<file path="src/rtl/nb_update_engine.sv">
// Four-register cross-coupled update engine (a=b+c, d=a-K_D, b=d+K_B, c=c+STEP) with
// parallel or sequential evaluation, a load port, wrap/saturate arithmetic and sticky overflow.
module nb_update_engine #(
  parameter int WIDTH    = 32,
  parameter int CNT_W    = 16,
  parameter int INIT_A   = 30,
  parameter int INIT_B   = 20,
  parameter int INIT_C   = 15,
  parameter int INIT_D   = 5,
  parameter int K_D      = 3,
  parameter int K_B      = 10,
  parameter int STEP     = 1,
  parameter int SATURATE = 0
) (
  input  logic             clock,
  input  logic             reset,
  input  logic             start,
  input  logic [CNT_W-1:0] steps,
  input  logic             seq_mode,
  input  logic             load_valid,
  input  logic [1:0]       load_sel,
  input  logic [WIDTH-1:0] load_data,
  output logic             load_ready,
  output logic             busy,
  output logic             done,
  output logic [WIDTH-1:0] a,
  output logic [WIDTH-1:0] b,
  output logic [WIDTH-1:0] c,
  output logic [WIDTH-1:0] d,
  output logic             ovf,
  input  logic             ovf_clr,
  output logic [CNT_W-1:0] total_steps
);

  localparam logic [1:0] IDLE = 2'd0;
  localparam logic [1:0] RUN  = 2'd1;
  localparam logic [1:0] DONE = 2'd2;

  localparam logic [WIDTH-1:0] KD_VAL   = WIDTH'(K_D);
  localparam logic [WIDTH-1:0] KB_VAL   = WIDTH'(K_B);
  localparam logic [WIDTH-1:0] STEP_VAL = WIDTH'(STEP);

  logic [1:0]       state_reg;
  logic [CNT_W-1:0] remaining_reg;
  logic             mode_reg;
  logic [WIDTH-1:0] a_reg, b_reg, c_reg, d_reg;
  logic             ovf_reg;
  logic [CNT_W-1:0] total_reg;

  // Results carry the wrap/clamp flag in the top bit.
  logic [WIDTH:0] a_next, b_next, c_next, d_next;
  logic           upd_ovf;

  function automatic logic [WIDTH:0] add_op(input logic [WIDTH-1:0] x, input logic [WIDTH-1:0] y);
    logic [WIDTH:0] s;
    s = {1'b0, x} + {1'b0, y};
    if ((SATURATE != 0) && s[WIDTH]) s = {1'b1, {WIDTH{1'b1}}};
    return s;
  endfunction

  function automatic logic [WIDTH:0] sub_op(input logic [WIDTH-1:0] x, input logic [WIDTH-1:0] y);
    logic [WIDTH:0] s;
    s = {1'b0, x} - {1'b0, y};
    if ((SATURATE != 0) && s[WIDTH]) s = {1'b1, {WIDTH{1'b0}}};
    return s;
  endfunction

  // Sequential mode chains the freshly computed a into d, and that d into b.
  always_comb begin
    a_next  = add_op(b_reg, c_reg);
    d_next  = sub_op(mode_reg ? a_next[WIDTH-1:0] : a_reg, KD_VAL);
    b_next  = add_op(mode_reg ? d_next[WIDTH-1:0] : d_reg, KB_VAL);
    c_next  = add_op(c_reg, STEP_VAL);
    upd_ovf = a_next[WIDTH] | b_next[WIDTH] | c_next[WIDTH] | d_next[WIDTH];
  end

  always_ff @(posedge clock) begin
    if (reset) begin
      state_reg     <= IDLE;
      remaining_reg <= '0;
      mode_reg      <= 1'b0;
      a_reg         <= WIDTH'(INIT_A);
      b_reg         <= WIDTH'(INIT_B);
      c_reg         <= WIDTH'(INIT_C);
      d_reg         <= WIDTH'(INIT_D);
      ovf_reg       <= 1'b0;
      total_reg     <= '0;
    end else begin
      unique case (state_reg)
        IDLE: begin
          if (load_valid) begin
            unique case (load_sel)
              2'd0: a_reg <= load_data;
              2'd1: b_reg <= load_data;
              2'd2: c_reg <= load_data;
              2'd3: d_reg <= load_data;
            endcase
          end
          if (start) begin
            remaining_reg <= steps;
            mode_reg      <= seq_mode;
            state_reg     <= (steps == '0) ? DONE : RUN;
          end
        end
        RUN: begin
          a_reg         <= a_next[WIDTH-1:0];
          b_reg         <= b_next[WIDTH-1:0];
          c_reg         <= c_next[WIDTH-1:0];
          d_reg         <= d_next[WIDTH-1:0];
          remaining_reg <= remaining_reg - 1'b1;
          total_reg     <= total_reg + 1'b1;
          if (remaining_reg == CNT_W'(1)) state_reg <= DONE;
        end
        DONE:    state_reg <= IDLE;
        default: state_reg <= IDLE;
      endcase
      // A new overflow in this edge beats a simultaneous clear.
      ovf_reg <= ((state_reg == RUN) && upd_ovf) || (ovf_reg && !ovf_clr);
    end
  end

  assign load_ready  = (state_reg == IDLE) && !reset;
  assign busy        = (state_reg == RUN);
  assign done        = (state_reg == DONE);
  assign a           = a_reg;
  assign b           = b_reg;
  assign c           = c_reg;
  assign d           = d_reg;
  assign ovf         = ovf_reg;
  assign total_steps = total_reg;

endmodule

</file>
<file path="config.mk">
export PLATFORM = sky130hd
export DESIGN_NAME = nb_update_engine
export DESIGN_NICKNAME = d
export VERILOG_FILES = /design/src/rtl/nb_update_engine.sv
export SDC_FILE = /design/constraint.sdc
export NUM_CORES = 1
export LEC_CHECK = 0
export BUFFER_PORTS_ARGS = -buffer_cell sky130_fd_sc_hd__buf_2
export CORE_MARGIN = 3
export CORE_UTILIZATION = 30
export DETAILED_ROUTE_END_ITERATION = 8
export PLACE_DENSITY = 0.57
export REMOVE_ABC_BUFFERS = 1
export SKIP_CTS_REPAIR_TIMING = 1
export SLEW_MARGIN = 20
export SYNTH_ARGS = -nofsm -noshare
export SYNTH_HDL_FRONTEND = slang
export SYNTH_SLANG_ARGS = --single-unit
</file>
<file path="constraint.sdc">
create_clock -name clock -period 12.1 [get_ports clock]
set_clock_uncertainty 0.15 [all_clocks]
set_input_delay 0.605 -clock clock [delete_from_list [all_inputs] [get_ports clock]]
set_output_delay 0.605 -clock clock [all_outputs]
set_load 0.01 [all_outputs]
</file>
## After elaboration in Yosys (flattened, before gate mapping)

Index checks and enable logic that the tools add are counted.

| storage, ports and cells | value |
|---|---|
| bits of input ports | 56 |
| logic and storage cells | 68 |
| register bits | 164 |

| operators by class | value |
|---|---|
| eq/ne operators | 13 |
| multiplexer cells | 20 |
| reduce and logical (&&, ||, !) cells | 17 |
| bitwise operators | 3 |
| $add $sub $neg | 6 |

Operators with widths:

| operator | number |
|---|---|
| 32-bit 2-to-1 mux | 10 |
| 32-bit case mux with 2 select lines | 4 |
| 32-bit by 1-bit adder with 33-bit output, second input constant | 1 |
| 32-bit by 32-bit adder with 33-bit output | 1 |
| 32-bit by 4-bit adder with 33-bit output, second input constant | 1 |
| 32-bit by 2-bit subtractor with 33-bit output, second input constant | 1 |
| 16-bit case mux with 2 select lines | 1 |
| 16-bit by 1-bit adder with 16-bit output, second input constant | 1 |
| 16-bit by 1-bit equality test with 1-bit output, second input constant | 1 |
| 16-bit logical NOT | 1 |
| 16-bit 2-to-1 mux | 1 |
| 16-bit by 1-bit subtractor with 16-bit output, second input constant | 1 |
| 3-bit AND reduction | 4 |
| 2-bit by 1-bit != test with 1-bit output, second input constant | 5 |
| 2-bit equality test, second input constant | 3 |
| 2-bit 2-to-1 mux | 3 |
| 2-bit AND reduction | 3 |
| 2-bit by 1-bit equality test with 1-bit output, second input constant | 2 |
| 2-bit logical NOT | 2 |
| 2-bit != test, second input constant | 2 |
| 2-bit case mux with 2 select lines | 1 |
| 1-bit logical AND | 3 |
| 1-bit bitwise OR | 3 |
| 1-bit logical NOT | 2 |
| other kinds (2) | 2 |

## Depth between registers and ports, before layout

| depth | value |
|---|---|
| depth after elaboration | 10 |
| mapped depth | 28 |
| mapped depth without buffers | 16 |

## Worst setup path after synthesis

OpenSTA, ideal clock, no wires.

| path | value |
|---|---|
| path type | register to register |
| start point | register mode_reg |
| end point | register b_reg[25] (netlist: b[25]) |
| arrival | 6.707 ns |
| buffers on the path | 13 |
| period minus slack after synthesis | 6.952 ns |
| path slack | 5.148 ns |
| cell stages (with the launch flop) | 28 |
| cells stage by stage | dfxtp_1 -> clkbuf_1 -> buf_2 -> buf_2 -> buf_2 -> buf_2 -> buf_2 -> buf_1 -> buf_2 -> buf_1 -> buf_2 -> buf_1 -> buf_1 -> mux2_2 -> ha_1 -> inv_1 -> nand2_1 -> a211oi_2 -> and2_1 -> nand4_1 -> or3_1 -> buf_6 -> o31ai_4 -> and4b_4 -> o2111ai_2 -> or4_1 -> a211o_1 -> o311ai_1 |

| on the way | value |
|---|---|
| cells in the longest elaborated chain, start to end | 5 |

Ends and longest elaborated chain:

| what | RTL line | RTL |
|---|---|---|
| start: declaration | 45 | `logic mode_reg;` |
| start signal: assignment | 101 | `mode_reg <= seq_mode;` |
| 32-bit 2-to-1 mux | 71 | `d_next = sub_op(mode_reg ? a_next[WIDTH-1:0] : a_reg, KD_VAL);` |
| 32-bit by 2-bit subtractor with 33-bit output | 63 | `s = {1'b0, x} - {1'b0, y};` |
| 32-bit 2-to-1 mux * | 72 | `b_next = add_op(mode_reg ? d_next[WIDTH-1:0] : d_reg, KB_VAL);` |
| 32-bit by 4-bit adder with 33-bit output * | 56 | `s = {1'b0, x} + {1'b0, y};` |
| 32-bit case mux with 2 select lines * | 89 | `unique case (state_reg)` |
| end signal: assignment | 83 | `b_reg <= WIDTH'(INIT_B);` |
| end signal: assignment | 94 | `2'd1: b_reg <= load_data;` |
| end signal: assignment | 107 | `b_reg <= b_next[WIDTH-1:0];` |
| end: declaration | 46 | `logic [WIDTH-1:0] a_reg, b_reg, c_reg, d_reg;` |

Mark *: on every way between the ends. The rest lies on a longest branch, timed or not.
A chain may end at the register's enable or synchronous reset.

## Worst setup path in the final report

| path | value |
|---|---|
| start point | register c_reg[0] (netlist: c[0]) |
| end point | register b_reg[25] (netlist: b[25]) |

| on the way | value |
|---|---|
| cells in the longest elaborated chain, start to end | 6 |

Ends and longest elaborated chain:

| what | RTL line | RTL |
|---|---|---|
| start: declaration | 46 |  |
| start signal: assignment | 84 | `c_reg <= WIDTH'(INIT_C);` |
| start signal: assignment | 95 | `2'd2: c_reg <= load_data;` |
| start signal: assignment | 108 | `c_reg <= c_next[WIDTH-1:0];` |
| 32-bit by 32-bit adder with 33-bit output | 56 |  |
| 32-bit 2-to-1 mux | 71 |  |
| 32-bit by 2-bit subtractor with 33-bit output | 63 |  |
| 32-bit 2-to-1 mux | 72 |  |
| 32-bit by 4-bit adder with 33-bit output | 56 |  |
| 32-bit case mux with 2 select lines | 89 |  |

No other way between the ends.

==> results by group <==
Yosys
  – Count leader, synth: nand2_1
  – Seq/Total Area, Yosys: 26.1%
  – EDFF count, synth: 0
  – Synth Register Bits: 164
  – Syn Std Cell Area: 12600 sq um
  – Synth warnings: 0
  – Synth area leaders: dfxtp_1 26%, nand2_1 6.3%, nor2_1 6.2%
  – Syn avg cell area: 7.32 sq um
  – Synth area leader: dfxtp_1
  – Most used DFF post-synth: dfxtp_1
  – Synth cell count leaders: 213 x nand2_1, 207 x nor2_1, 164 x dfxtp_1
  – Post-synthesis cell count: roughly 1700
  – Distinct cell type count after synthesis: 100
  – Async S/R FF share, synth: 0%
  – Yosys top cell area share: 26.1%

Floorplan
  – Starting Density: 30.6%
  – Core Region: 41200 sq um
  – Num rows: 74
  – Die W: 211 microns
  – Die area: 44500 sq um
  – I/O pin count: 204
  – Die H: 211 microns

Setup path
  – Max FO, Critical Path: 11
  – FF-to-FF Start: c[0]
  – Worst setup path class: flip-flop to flip-flop
  – CP cell instances: ha_1, fa_1, a21o_1, a211o_1, a311oi_2, o22ai_1, o31ai_1, nand2_1, or2_0, o22a_1, o31ai_2, nand4_1, or4_1, a211o_1, o311ai_1
  – Req. time, crit path: 12.34 ns
  – CP Launch Point: c[0]
  – Setup slack, reg-to-reg: 5.97 ns
  – Reg2reg path depth: 15
  – Worst Path Arrival: ~6.4 ns
  – Crit path top cell by count: a211o_1
  – Max incr delay on CP: slightly above 0.6 ns
  – Reg-to-reg endpoint: b[25]
  – CP Launch Type: flip-flop
  – Crit-path slowest cell: or4_1
  – Critical Path End Type: flip-flop

Clock network
  – CTS sink cnt: approximately 160
  – CTS tree: yes
  – Root Driver: clkbuf_16
  – Worst-Skew Late Latency: 0.48 ns
  – Clock-pin slew on the worst setup and hold paths: ~0.08 ns
  – Clock buffer depth: 2
  – Clock buffer count from CTS: 17
  – H-tree Lvls: 4

Power and ir drop
  – Leak: about 5.5 nW
  – Maximum VDD drop: 0.0821 mV
  – P per Cell Area: 138 nW/um^2

Hold path
  – Hold-critical path depth: 3
  – HP Class: primary input to flip-flop
  – Hold Path Sink: remaining_reg[12]
  – Worst hold path startpoint: steps[12]

Finish
  – P&R area growth vs syn: 15.3%
  – Final #Nets: just under 2000
  – Proportion of layout cells with a drive suffix above 1: 17.3%
  – Design Area, Final: 14500 sq um

Placement
  – I/O Buffers: ~200
  – HPWL after DPL: 39.2 mm
  – Cell area after placement: 14000 sq um
  – RD Place Congestion: 0.949

STA
  – Final hold violations: 0
  – Tcrit/Tclk final: 50.7%
  – Final setup violation count: 0
  – RSZ-0062 raised after global routing: false
  – Upper clock frequency limit: approximately 160 MHz
  – Post-layout min period: 6.13 ns
  – Slew Viols, Final: 0
  – Worst slew margin: 36.8%
  – Setup TNS: 0 ns
  – Least-Margin Pin Slew: between 0.9 and 1 ns

Global route
  – Pin count of the biggest net entering global routing: 77
  – Initial antenna violation count: 1
  – Tot GR Track Use: between 20 and 25%
  – Total grt overflow: 0
  – First-pass GRT wire length: between 70 and 80 mm
  – Vias in the first global route: 13000

Drt
  – Drt pass-1 iters: 5
  – Routed WL: 53.1 mm
  – WL/cell: 22.2 microns
  – # DRC: 0
  – Antenna viol nets, final: 0
  – Vias/cell: 5.88
  – Routed vias: 14100
  – Initial DRC count: 1295

Outcome
  – Status: completed

Flow run
  – Max-cap violations: 0
## per-layer routing
layer,global-route usage [%],wire length [microns],vias to the layer above
li1,-,-,6651
met1,31.1,23600,6727
met2,36.2,23600,586
met3,5.55,4290,87
met4,8.34,1600,0
met5,0,0,-
## worst max-delay path: cells and delay by family (launching register included)
kind                     cells  cell delay, ns
AO/OA/AOI/OAI                9            2.93
AND/OR/NAND/NOR              4            1.86
adder cells (fa/ha/maj)      2            0.72
flip-flops                   1            0.37
## report_power, final
| part | switching (W) | leakage, nW | internal (W) |
|---|---|---|---|
| logic | 0.000515 | 3.85 | 0.000266 |
| registers | 0.0000779 | 1.35 | 0.000598 |
| clock network | 0.000271 | 0.265 | 0.000271 |
| total | 0.000864 | 5.46 | 0.00114 |
## cell families after synthesis
| logic type | Yosys count | share of synthesized area [%] |
|---|---|---|
| AOI/OAI and AO/OA | 568 | 30.8 |
| xor gates and xnor gates | 86 | 5.98 |
| adders and majority gates | 39 | 3.93 |
| buffers and inverters | 146 | 4.71 |
| DFF | 164 | 26.1 |
| muxes | 30 | 2.48 |
| and+or+nand+nor | 689 | 26.0 |
## worst max path at each step
stage	end	slack, ns	depth (start not counted)
detailed placement	b[25]	6.14	15
global placement	b[25]	6.33	15
global route	b[25]	5.71	15
finish	b[25]	5.97	15
CTS	b[25]	6.12	15
floorplan	b[25]	4.15	11
## stage by stage
| stage | util (%) | instances | power, W | setup slack [ns] | hold WS, ns |
|---|---|---|---|---|---|
| floorplan | - | 1604 | 0.00117 | 4.15 | 0.293 |
| global placement | 33.9 | 2356 | 0.00145 | 6.33 | 0.311 |
| detailed placement | 33.9 | 2356 | 0.00146 | 6.14 | 0.316 |
| CTS | 35.2 | 2388 | 0.00200 | 6.12 | 0.222 |
| global route | 35.2 | 2388 | 0.00211 | 5.71 | 0.250 |
| finish | 35.2 | 2389 | 0.00200 | 5.97 | 0.245 |
## layout by cell type, fill, tap and decap left out, types with 13 or more instances in the layout
| master | Yosys | final |
|---|---|---|
| a211oi_1 | 38 | 38 |
| a21o_1 | 17 | 17 |
| a21oi_1 | 126 | 126 |
| a311oi_1 | 32 | 32 |
| a31oi_1 | 46 | 46 |
| and2_1 | 15 | 15 |
| and3_1 | 17 | 17 |
| buf_2 | 15 | 202 |
| buf_4 | 1 | 18 |
| clkbuf_16 | 0 | 17 |
| dfxtp_1 | 164 | 163 |
| ha_1 | 38 | 38 |
| inv_1 | 25 | 25 |
| mux2i_1 | 20 | 20 |
| nand2_1 | 213 | 213 |
| nand3_1 | 48 | 48 |
| nand4_1 | 28 | 28 |
| nor2_1 | 207 | 204 |
| nor3_1 | 41 | 41 |
| nor4_1 | 29 | 29 |
| o211ai_1 | 24 | 24 |
| o21ai_0 | 125 | 125 |
| o22ai_1 | 14 | 14 |
| o31ai_1 | 13 | 13 |
| or3_1 | 18 | 18 |
| xnor2_1 | 51 | 51 |
| xor2_1 | 35 | 35 |
## cell type report
type	count	area, sq um
Antenna cell	1	2.50
Clock buffer	17	425
Clock inverter	15	133
Fill cell	4460	26700
Inverter	28	108
Multi-Input combinational cell	1412	8760
Sequential cell	164	3290
Tap cell	532	666
Timing Repair Buffer	220	1150
Power figures use the tool's default switching activity.
